## config.mk

```make
export PLATFORM = sky130hd
export DESIGN_NAME = compress_sched_flat
export DESIGN_NICKNAME = d
export VERILOG_FILES = /design/src/rtl/compress_sched_if.sv /design/src/rtl/compress_sched.sv /design/src/flat_wrapper.sv
export SDC_FILE = /design/constraint.sdc
export NUM_CORES = 1
export LEC_CHECK = 0
export CAP_MARGIN = 20
export CORE_AREA = 2 2 407 409
export CTS_CLUSTER_SIZE = 12
export DETAILED_ROUTE_END_ITERATION = 10
export DIE_AREA = 0 0 409 411
export GPL_ROUTABILITY_DRIVEN = 1
export HOLD_SLACK_MARGIN = 0.1
export SLEW_MARGIN = 15
export SYNTH_ARGS = -nofsm -noshare
export SYNTH_HDL_FRONTEND = slang
export SYNTH_SLANG_ARGS = --single-unit
```

## constraint.sdc

```tcl
create_clock -name clk -period 29.7 [get_ports clk]
set_input_delay 8.91 -clock clk [delete_from_list [all_inputs] [get_ports clk]]
set_output_delay 8.91 -clock clk [all_outputs]
set_load 0.02 [all_outputs]
```

## src/rtl/compress_sched_if.sv

```systemverilog
// Stream and datapath-control bundle for compress_sched.
// master = pixel source / packer side, slave = scheduler.
interface compress_sched_if #(
  parameter int PIX_W = 512,
  parameter int IDX_W = 8
);
  logic             start;
  logic [IDX_W:0]   frame_tiles;
  logic             busy;
  logic             done;
  logic             in_valid;
  logic             in_ready;
  logic [PIX_W-1:0] in_pixels;
  logic [PIX_W-1:0] pipe_pixels;
  logic             pipe_en;
  logic             out_valid;
  logic             out_ready;
  logic [IDX_W-1:0] out_tile_idx;

  modport master (
    output start, frame_tiles,
    output in_valid, in_pixels,
    output out_ready,
    input  busy, done, in_ready,
    input  pipe_pixels, pipe_en,
    input  out_valid, out_tile_idx
  );

  modport slave (
    input  start, frame_tiles,
    input  in_valid, in_pixels,
    input  out_ready,
    output busy, done, in_ready,
    output pipe_pixels, pipe_en,
    output out_valid, out_tile_idx
  );
endinterface

```

## src/rtl/compress_sched.sv

```systemverilog
// Tile issue scheduler for the header/residual compression pipe.
// COMPRESS_SCHED_PERF_EN adds the stall_cycles perf counter port.
module compress_sched #(
  parameter int PIPE_DEPTH = 2,
  parameter int PIX_W      = 512,
  parameter int MAX_TILES  = 256,
  parameter int IDX_W      = $clog2(MAX_TILES)
) (
  input  logic        clk,
  input  logic        rst,
`ifdef COMPRESS_SCHED_PERF_EN
  output logic [31:0] stall_cycles,
`endif
  compress_sched_if.slave bus
);

  typedef enum logic [1:0] {
    IDLE, RUN, DRAIN, DONE
  } state_t;

  localparam logic [IDX_W:0] ONE =
    {{IDX_W{1'b0}}, 1'b1};

  state_t           state_q;
  logic             busy_q;
  logic             done_q;
  logic [IDX_W:0]   total_q;
  logic [IDX_W:0]   issued_q;
  logic [IDX_W:0]   retired_q;
  logic [IDX_W:0]   retired_d;
  logic [PIPE_DEPTH-1:0] vld_q;
  logic [IDX_W-1:0] idx_q [PIPE_DEPTH];
  logic [PIX_W-1:0] pix_q;
  logic             pipe_en;
  logic             in_rdy;
  logic             accept;
  logic             retire;

  assign pipe_en =
    !(vld_q[PIPE_DEPTH-1] && !bus.out_ready);
  assign in_rdy = (state_q == RUN) && pipe_en
               && (issued_q < total_q);
  assign accept = bus.in_valid && in_rdy;
  assign retire = vld_q[PIPE_DEPTH-1]
               && bus.out_ready;
  assign retired_d = retire ? retired_q + ONE
                            : retired_q;

  assign bus.in_ready     = in_rdy;
  assign bus.pipe_en      = pipe_en;
  assign bus.pipe_pixels  = pix_q;
  assign bus.out_valid    = vld_q[PIPE_DEPTH-1];
  assign bus.out_tile_idx = idx_q[PIPE_DEPTH-1];
  assign bus.busy         = busy_q;
  assign bus.done         = done_q;

  // Frame FSM with issue/retire counters and registered busy/done.
  always_ff @(posedge clk or posedge rst) begin
    if (rst) begin
      state_q   <= IDLE;
      busy_q    <= 1'b0;
      done_q    <= 1'b0;
      total_q   <= '0;
      issued_q  <= '0;
      retired_q <= '0;
    end else begin
      done_q    <= 1'b0;
      retired_q <= retired_d;
      if (accept)
        issued_q <= issued_q + ONE;
      unique case (state_q)
        IDLE: begin
          if (bus.start) begin
            total_q   <= bus.frame_tiles;
            issued_q  <= '0;
            retired_q <= '0;
            if (bus.frame_tiles == '0) begin
              state_q <= DONE;
              done_q  <= 1'b1;
            end else begin
              state_q <= RUN;
              busy_q  <= 1'b1;
            end
          end
        end
        RUN: begin
          if (issued_q == total_q) begin
            if (retired_d == total_q) begin
              state_q <= DONE;
              busy_q  <= 1'b0;
              done_q  <= 1'b1;
            end else begin
              state_q <= DRAIN;
            end
          end
        end
        DRAIN: begin
          if (retired_d == total_q) begin
            state_q <= DONE;
            busy_q  <= 1'b0;
            done_q  <= 1'b1;
          end
        end
        DONE: state_q <= IDLE;
        default: state_q <= IDLE;
      endcase
    end
  end

  // Slot-valid/index shift register; frozen while the tail stalls.
  always_ff @(posedge clk or posedge rst) begin
    if (rst) begin
      vld_q <= '0;
      pix_q <= '0;
      for (int i = 0; i < PIPE_DEPTH; i++)
        idx_q[i] <= '0;
    end else if (pipe_en) begin
      vld_q <= {vld_q[PIPE_DEPTH-2:0], accept};
      for (int i = PIPE_DEPTH-1; i > 0; i--)
        idx_q[i] <= idx_q[i-1];
      if (accept) begin
        pix_q    <= bus.in_pixels;
        idx_q[0] <= issued_q[IDX_W-1:0];
      end
    end
  end

`ifdef COMPRESS_SCHED_PERF_EN
  logic [31:0] stall_q;
  logic        start_ok;

  assign start_ok     = (state_q == IDLE) && bus.start;
  assign stall_cycles = stall_q;

  // Saturating count of busy cycles lost to downstream backpressure.
  always_ff @(posedge clk or posedge rst) begin
    if (rst) begin
      stall_q <= '0;
    end else if (start_ok) begin
      stall_q <= '0;
    end else if (busy_q && !pipe_en
                 && (stall_q != 32'hFFFF_FFFF)) begin
      stall_q <= stall_q + 32'd1;
    end
  end
`endif

endmodule
```

## src/flat_wrapper.sv

```systemverilog
// flat-port wrapper written by rule: the top's interface ports become plain ports
module compress_sched_flat 
#(
  parameter int PIPE_DEPTH = 2,
  parameter int PIX_W      = 512,
  parameter int MAX_TILES  = 256,
  parameter int IDX_W      = $clog2(MAX_TILES)
)
  (clk, rst, bus_start, bus_frame_tiles, bus_in_valid, bus_in_pixels, bus_out_ready, bus_busy, bus_done, bus_in_ready, bus_pipe_pixels, bus_pipe_en, bus_out_valid, bus_out_tile_idx);
  compress_sched_if #(.PIX_W(PIX_W), .IDX_W(IDX_W)) bus_i ();
  input  logic clk;
  input  logic rst;
  input wire logic [$bits(bus_i.start)-1:0] bus_start;
  input wire logic [$bits(bus_i.frame_tiles)-1:0] bus_frame_tiles;
  input wire logic [$bits(bus_i.in_valid)-1:0] bus_in_valid;
  input wire logic [$bits(bus_i.in_pixels)-1:0] bus_in_pixels;
  input wire logic [$bits(bus_i.out_ready)-1:0] bus_out_ready;
  output wire logic [$bits(bus_i.busy)-1:0] bus_busy;
  output wire logic [$bits(bus_i.done)-1:0] bus_done;
  output wire logic [$bits(bus_i.in_ready)-1:0] bus_in_ready;
  output wire logic [$bits(bus_i.pipe_pixels)-1:0] bus_pipe_pixels;
  output wire logic [$bits(bus_i.pipe_en)-1:0] bus_pipe_en;
  output wire logic [$bits(bus_i.out_valid)-1:0] bus_out_valid;
  output wire logic [$bits(bus_i.out_tile_idx)-1:0] bus_out_tile_idx;
  assign bus_i.start = bus_start;
  assign bus_i.frame_tiles = bus_frame_tiles;
  assign bus_i.in_valid = bus_in_valid;
  assign bus_i.in_pixels = bus_in_pixels;
  assign bus_i.out_ready = bus_out_ready;
  assign bus_busy = bus_i.busy;
  assign bus_done = bus_i.done;
  assign bus_in_ready = bus_i.in_ready;
  assign bus_pipe_pixels = bus_i.pipe_pixels;
  assign bus_pipe_en = bus_i.pipe_en;
  assign bus_out_valid = bus_i.out_valid;
  assign bus_out_tile_idx = bus_i.out_tile_idx;
  compress_sched #(.PIPE_DEPTH(PIPE_DEPTH), .PIX_W(PIX_W), .MAX_TILES(MAX_TILES), .IDX_W(IDX_W)) u_core (.clk(clk), .rst(rst), .bus(bus_i));
endmodule
```

Yosys cells after proc, flatten, opt, wreduce, memory -nomap -nowiden
Index checks and enable logic that the tools add are counted.
{"block": "word_totals", "out_inout_bits": 525, "ff_bits": 561, "input_bits": 526}
{"block": "op_classes", "n_addsub": 2, "eq_ne": 9, "magnitude_cmp": 1, "bitwise_logic": 1, "n_reduce_logical": 14, "muxes": 22}
{"op": "$mux 9", "count": 6}
{"op": "$add 9x1->9 const B", "count": 2}
{"op": "$eq 9x9->1", "count": 2}
{"op": "$logic_not 9->1", "count": 1}
{"op": "$lt 9x9->1", "count": 1}
{"op": "$mux 1", "count": 9}
{"op": "$mux 2", "count": 4}
{"op": "$pmux 2 s4", "count": 1}
{"op": "$ne 2x2->1 const B", "count": 3}
{"op": "$pmux 1 s3", "count": 2}
{"op": "$logic_and 1x1->1", "count": 5}
{"op": "$eq 2x2->1 const B", "count": 2}
{"op": "$reduce_and 2->1", "count": 2}
{"op": "$reduce_and 4->1", "count": 1}
{"op": "$reduce_and 3->1", "count": 1}
{"op": "$reduce_bool 3->1", "count": 1}
{"op": "$eq 2x1->1 const B", "count": 1}
{"op": "$logic_not 1->1", "count": 2}
{"op": "$logic_not 2->1", "count": 1}
{"op": "$ne 2x1->1 const B", "count": 1}
{"op": "$not 1->1", "count": 1}

Depth between registers and ports, before layout
Gate-level depths: netlist of the first run.
{"block": "depth", "word_depth": 9, "depth_mapped": 10, "ltp_nobuf": 8}

Worst setup path after synthesis of the first run
Ideal clock, no wire load.
{"block": "synth_timing", "path_kind": "input -> output", "startpoint": "in bus_out_ready", "endpoint": "out bus_in_ready", "path_stages": 6, "t_required_ns": 20.790, "path_buffers": 1, "setup_slack_ns": 11.220, "arrival_ns": 9.570, "cell_sequence": "nor2b_1 buf_2 inv_2 nand4b_1 inv_2 o211a_1"}
{"block": "synth_via", "elab_chain_cells": 5}
{"element": "from (decl)", "line": "flat_wrapper.sv:17", "source": "input wire logic [$bits(bus_i.out_ready)-1:0] bus_out_ready;"}
{"element": "$logic_not 1->1", "line": "compress_sched.sv:40", "source": "!(vld_q[PIPE_DEPTH-1] && !bus.out_ready);"}
{"element": "$logic_and 1x1->1", "line": "compress_sched.sv:40"}
{"element": "$logic_not 1->1", "line": "compress_sched.sv:40"}
{"element": "$logic_and 1x1->1", "line": "compress_sched.sv:41", "source": "assign in_rdy = (state_q == RUN) && pipe_en"}
{"element": "$logic_and 1x1->1", "line": "compress_sched.sv:42", "source": "&& (issued_q < total_q);"}
{"element": "to (decl)", "line": "flat_wrapper.sv:20", "source": "output wire logic [$bits(bus_i.in_ready)-1:0] bus_in_ready;"}
No other way between the ends.

Final worst setup path of the first run
Ends and elaborated chain as after synthesis.

==> flow_summary_export.csv, run 1 <==
group,metric,value,unit
run_status,status,"complete, no violations",
logic_synthesis,synth_common_cells,"dfrtp_1 (561), mux2_2 (519), buf_2 (55), nand2_1 (52)",
timing,rsz0062_at_grt,"false",
place,gp_congestion,0.817,
place,portBuffers,1050,
global_route,grtUsageTotal,0.119,
floorplanning,io-pin-count,1051,
clock_tree,clock-sinks,561,
timing,hold_violations,0,
timing,tightest_slew,1120,ps
cells_and_area,syn_to_final_growth,70.8,%
cells_and_area,drive_gt1_frac,0.261,
logic_synthesis,syn_inst,1371,
place,hpwlAfterDp,84.3,mm
run,cap_violations,0,
logic_synthesis,yosysTopAreaCellShare,0.648,
clock_tree,cts_resized,0,
logic_synthesis,yosysTopAreaCell,"dfrtp_1",
logic_synthesis,ys.flop_type,"dfrtp_1",
floorplanning,start_util,0.132,
logic_synthesis,yosysSeqAreaShare,0.648,
worst_setup_path,critPathRequiredTime,20790,ps
timing,period_share,0.678,
worst_setup_path,startpoint_type,"input port",
timing,maxSlewViolCount,0,
power,cellLeakagePower,14.9,nW
floorplanning,die_y,411,microns
detailed_routing,drt_iter0_drc,711,
cells_and_area,finish.instance_area,37000,sq um
logic_synthesis,synth_area_per_cell,15.8,sq um
detailed_routing,drt-total-wl,103,mm
global_route,antenna_found_initial,55,
timing,fin_skew,36.4,ps
detailed_routing,drc,0,
worst_setup_path,reg2reg_from,"u_core.vld_q[1]",
logic_synthesis,yosys.cell_count.top_type,"dfrtp_1",
floorplanning,coreArea,164000,sq um
worst_hold_path,holdPathStages,2,
detailed_routing,avgRoutedWirePerCell,22.1,microns
worst_setup_path,critPathCaptureType,"output port",
clock_tree,cts.htree.levels,3,
worst_setup_path,crit_start,"bus_out_ready",
clock_tree,cts_inserted_buffers,69,
logic_synthesis,syn_nets,1913,
worst_hold_path,hold_path_class,"reg2reg",
worst_setup_path,arrival,11220,ps
power,peakVddDrop,0.0571,mV
worst_setup_path,critPathSlowestCell,"nor2b_1",
clock_tree,cts_setup_buffers,0,
worst_setup_path,cp_max_fo,11,
clock_tree,clock_path_buffers,3,
clock_tree,clk_latency,670,ps
clock_tree,cts_hold_buf,0,
global_route,grt_max_degree,172,
timing,fmax,0.0497,GHz
worst_setup_path,crit_chain,"clkdlybuf4s50_1, nor2b_1, inv_2, nand4b_1, inv_2, o211a_1, clkdlybuf4s50_1",
worst_setup_path,worstRegToRegCells,10,
global_route,grt_pass1_vias,16300,
logic_synthesis,synth_cell_type_count,48,
timing,fin_setup_tns,0,ps
detailed_routing,ant_nets,0,
worst_hold_path,hold_start,"u_core.idx_q[10]",
clock_tree,path_clk_slew,50,ps
detailed_routing,drt_pass1_iterations,6,
clock_tree,root_buffer,"clkbuf_16",
clock_tree,cts_tree,"yes",
logic_synthesis,synth_warnings,0,
logic_synthesis,synth-edff-count,0,
place,postPlaceCellArea,34700,sq um
floorplanning,die_x,409,microns
logic_synthesis,async_flop_share,1.00,
timing,final.min_clock_period,20130,ps
worst_setup_path,crit_type,"in2out",
global_route,globalRouteOverflowTotal,0,
cells_and_area,nNetsFinal,2976,
detailed_routing,via_per_inst,3.37,
timing,slew_headroom,0.255,
logic_synthesis,synthTopCellsByArea,"dfrtp_1 (65%), mux2_2 (27%), buf_2 (1.3%)",
floorplanning,rows,149,
worst_setup_path,cpPeakStageDelay,560,ps
floorplanning,die_area,168000,sq um
global_route,grt_pass1_wl,138,mm
detailed_routing,vias,15800,
logic_synthesis,synth_seq_cells,561,
power,powerDensity,117,nW/um^2
timing,finalSetupViolCount,0,
timing,hold_ws,465,ps
logic_synthesis,netlist_area,21700,sq um
==> layout by cell type (no fill, tap or decap), types with 2 or more instances in the layout <==
cell	n
a21o_1	2
or4_1	6
inv_6	3
mux2_2	519
diode_2	11
nand2_1	52
dfrtp_1	561
o21ai_0	15
o211ai_1	2
and4_1	4
clkbuf_16	70
inv_2	2
o31ai_1	4
o31a_1	2
nand3_1	13
clkinv_8	2
ha_1	16
xnor2_1	10
mux2i_1	4
nor2_1	14
buf_4	15
xnor3_1	2
nor2b_1	3
clkbuf_8	12
clkdlybuf4s50_1	1050
or3_1	7
bufinv_16	5
and3_1	2
clkbuf_1	16
inv_1	15
nand4b_1	2
clkinv_2	8
clkinvlp_4	3
xor2_1	6
a21oi_1	12
==> power breakdown <==
part	switching (mW)	internal [mW]	total [mW]	leakage, nW
clock network	0.362	0.511	0.873	1.12
registers	0.216	1.14	1.36	6.71
logic	1.06	1.04	2.11	7.06
==> through the flow <==
stage | setup slack (ps) | total power, mW | utilization | instances
after global routing | 9430 | 4.55 | 0.226 | 4673
after CTS | 9540 | 4.43 | 0.226 | 4673
after floorplan | 5100 | 2.34 | - | 1371
after detailed placement | 9550 | 3.53 | 0.212 | 4552
after global placement | 9480 | 3.50 | 0.212 | 4552
final | 9570 | 4.34 | 0.226 | 4684
==> worst max-delay path, delay by kind of cell <==
kind	cells	cell delay, ps
buffers and inverters	4	1390
AOI/OAI and AO/OA	1	170
and+or+nand+nor	2	760
==> worst paths after layout <==
kind | end | slack, ps
worst max-delay path | bus_in_ready | 9570
worst min-delay path | u_core.bus.out_tile_idx[2] | 470
worst max register to register | u_core.bus.pipe_pixels[281] | 24450
worst min register to register | u_core.bus.out_tile_idx[2] | 470
max in group asynchronous | u_core.bus.pipe_pixels[65] | 17920
min in group asynchronous | u_core.bus.pipe_pixels[300] | 8850
==> flip-flops by register name, summed over array words and instances, names as in the netlist <==
register and count:
u_core.idx_q 8, u_core.bus.busy 1, u_core.bus.out_tile_idx 8, u_core.vld_q 2, u_core.state_q 2, u_core.bus.pipe_pixels 512, u_core.bus.done 1, u_core.total_q 9
u_core.retired_q 9, u_core.issued_q 9
==> area by class of cell <==
class                           count  area (sq um)
Multi-Input combinational cell    718          7170
Clock inverter                     23           322
Inverter                           18          75.1
Clock buffer                       98          1980
Timing Repair Buffer             1066         10600
Fill cell                       17400        127000
Antenna cell                       11          27.5
Tap cell                         2189          2740
Sequential cell                   561         14000
==> cells by family (layout without fill, tap and decap cells) <==
group | after synthesis | count (layout) | synth area share
compound gates | 47 | 47 | 0.0146
xor+xnor | 19 | 19 | 0.00965
fa+ha+maj | 16 | 16 | 0.00924
buf+inv | 92 | 1205 | 0.0207
flops | 561 | 561 | 0.648
mux | 523 | 523 | 0.272
other cells | 0 | 11 | 0
simple gates | 113 | 113 | 0.0260
==> per-layer routing <==
metal / wire length, microns / global-route usage / part of all wire
met5: 281 / 0 / 0.0027
met4: 2350 / 0.0373 / 0.023
met3: 9930 / 0.0495 / 0.096
met2: 50600 / 0.198 / 0.49
met1: 40200 / 0.138 / 0.39
No activity file was read; power rests on OpenSTA's default activity.
==> run 2, diff against run 1 <==
clock period = 19.6 ns   (was 29.7 ns; I/O delays follow)
==> run 2 against run 1 <==
Count of clock-buffer cells in the layout grew 1. Core utilization grew 0.10 points. Sequential power grew 51%. Final area grew 0.46%. Highest routed layer unchanged. Critical path type unchanged. Largest cell class unchanged. Total power grew 54%. Final cell count grew 0.19%. Flip-flop and latch count is the same.
==> flow_summary_export.csv, run 2 (synthesis gave the netlist of run 1 again) <==
group,metric,value,unit
timing,rsz0062_at_grt,"false",
worst_setup_path,critPathSlowestCell,"clkdlybuf4s50_1",
power,peakVddDrop,0.0896,mV
detailed_routing,drt-total-wl,117,mm
worst_setup_path,critPathRequiredTime,13720,ps
global_route,antenna_found_initial,93,
place,hpwlAfterDp,97.4,mm
worst_setup_path,arrival,8100,ps
timing,fmax,0.0715,GHz
timing,fin_setup_tns,0,ps
detailed_routing,via_per_inst,3.42,
floorplanning,start_util,0.132,
detailed_routing,drt_pass1_iterations,4,
cells_and_area,fin_util,0.227,
worst_setup_path,critPathCaptureType,"output port",
detailed_routing,drc,0,
cells_and_area,final_common_cell,"clkdlybuf4s50_1",
worst_setup_path,crit_type,"in2out",
detailed_routing,vias,16100,
power,p_int,4.11,mW
clock_tree,clk_latency,700,ps
power,p_clk_frac,0.204,
global_route,grt_max_degree,172,
cells_and_area,nNetsFinal,2979,
clock_tree,root_buffer,"clkbuf_16",
timing,hold_ws,482,ps
floorplanning,die_area,168000,sq um
clock_tree,cts_tree,"yes",
floorplanning,coreArea,164000,sq um
timing,fin_skew,37.0,ps
detailed_routing,ant_nets,0,
cells_and_area,mostFrequentLayoutCells,"clkdlybuf4s50_1 (1050), dfrtp_1 (561), mux2_2 (519)",
clock_tree,cts.htree.levels,3,
worst_hold_path,hold_path_class,"reg2reg",
power,powerDensity,180,nW/um^2
global_route,globalRouteOverflowTotal,0,
global_route,grt_pass1_wl,152,mm
clock_tree,clock_path_buffers,3,
power,p_sw_frac,0.384,
timing,final.min_clock_period,13980,ps
worst_setup_path,startpoint_type,"input port",
clock_tree,cts_resized,0,
worst_setup_path,cp_max_fo,11,
floorplanning,die_x,409,microns
timing,finalSetupViolCount,0,
timing,tightest_slew,1210,ps
global_route,grt_pass1_vias,16600,
floorplanning,io-pin-count,1051,
cells_and_area,syn_to_final_growth,71.6,%
power,cellLeakagePower,15.0,nW
power,p_sw,2.57,mW
timing,period_share,0.713,
cells_and_area,largest_register_ffs,512,
global_route,grtUsageTotal,0.135,
detailed_routing,drt_iter0_drc,738,
timing,maxSlewViolCount,0,
cells_and_area,fillCellCount,17300,
place,portBuffers,1050,
run,cap_violations,0,
clock_tree,clock-sinks,561,
worst_setup_path,cpPeakStageDelay,550,ps
clock_tree,path_clk_slew,60,ps
clock_tree,cts_inserted_buffers,72,
timing,slew_headroom,0.196,
clock_tree,cts_hold_buf,0,
cells_and_area,drive_gt1_frac,0.264,
run_status,status,"complete, no violations",
detailed_routing,avgRoutedWirePerCell,24.9,microns
floorplanning,rows,149,
worst_setup_path,crit_chain,"clkdlybuf4s50_1, nor2b_1, inv_2, nand4b_1, inv_2, o211a_1, clkdlybuf4s50_1",
power,pwr-share-comb,0.490,
clock_tree,cts_setup_buffers,0,
place,gp_congestion,0.822,
power,power_frac_seq,0.306,
floorplanning,die_y,411,microns
timing,hold_violations,0,
## run 2: cell types whose count changed in the layout (fill, tap and decap cells not counted), moves of 3 or more
cell / change
buf_12: +3
buf_4: -4
clkbuf_1: -4
clkbuf_16: +4
clkinv_4: +3
diode_2: +4
## run 2: final cells by class
class / count / area [sq um] / share of cell area
inverter: 18 / 71.3 / 0.00192
clock buffer: 99 / 2080 / 0.0559
multi-input combinational: 718 / 7170 / 0.193
sequential: 561 / 14000 / 0.378
antenna: 15 / 37.5 / 0.00101
clock inverter: 27 / 329 / 0.00885
timing repair buffer: 1066 / 10700 / 0.288
tap: 2189 / 2740 / 0.0737
## run 2: worst max-delay path: cells and delay by family
family | cells | cell delay, ps
buffers and inverters | 4 | 1370
AND/OR/NAND/NOR | 2 | 710
AO/OA/AOI/OAI | 1 | 130
## run 2: layer usage
layer / GRT usage / up-vias / share of wire
met5: 0 / - / 0.0049
met4: 0.0672 / 96 / 0.046
met3: 0.0737 / 242 / 0.12
met2: 0.214 / 681 / 0.46
met1: 0.145 / 8032 / 0.37
li1: - / 6999 / -
## run 2: worst paths after layout
check / from / end / slack, ps / depth (start not counted)
max reg2reg: u_core.vld_q[1] / u_core.bus.pipe_pixels[251] / 15080 / 9
min: u_core.idx_q[14] / u_core.bus.out_tile_idx[6] / 480 / 2
min in group asynchronous: rst / u_core.bus.pipe_pixels[354] / 5500 / 2
min reg2reg: u_core.idx_q[14] / u_core.bus.out_tile_idx[6] / 480 / 2
max: bus_out_ready / bus_in_ready / 5620 / 7
max in group asynchronous: rst / u_core.bus.pipe_pixels[106] / 11070 / 6
## run 2: power groups by stage
stage / sequential [mW] / clock, mW / combinational (mW)
5_1_grt: 2.11 / 1.46 / 3.41
3_3_place_gp: 2.04 / 0 / 3.33
2_1_floorplan: 2.68 / 0 / 0.860
3_5_place_dp: 2.06 / 0 / 3.35
6_report: 2.05 / 1.36 / 3.27
4_1_cts: 2.04 / 1.42 / 3.36
## run 2: metrics by stage
stage	instance area (sq um)	power, mW	setup WS (ps)	cells
after global placement	34700	5.36	5640	4550
after CTS	37100	6.83	5600	4677
after global routing	37100	6.99	5440	4679
after floorplan	21700	3.54	6080	1371
final	37200	6.68	5620	4693
after detailed placement	34700	5.41	5600	4551
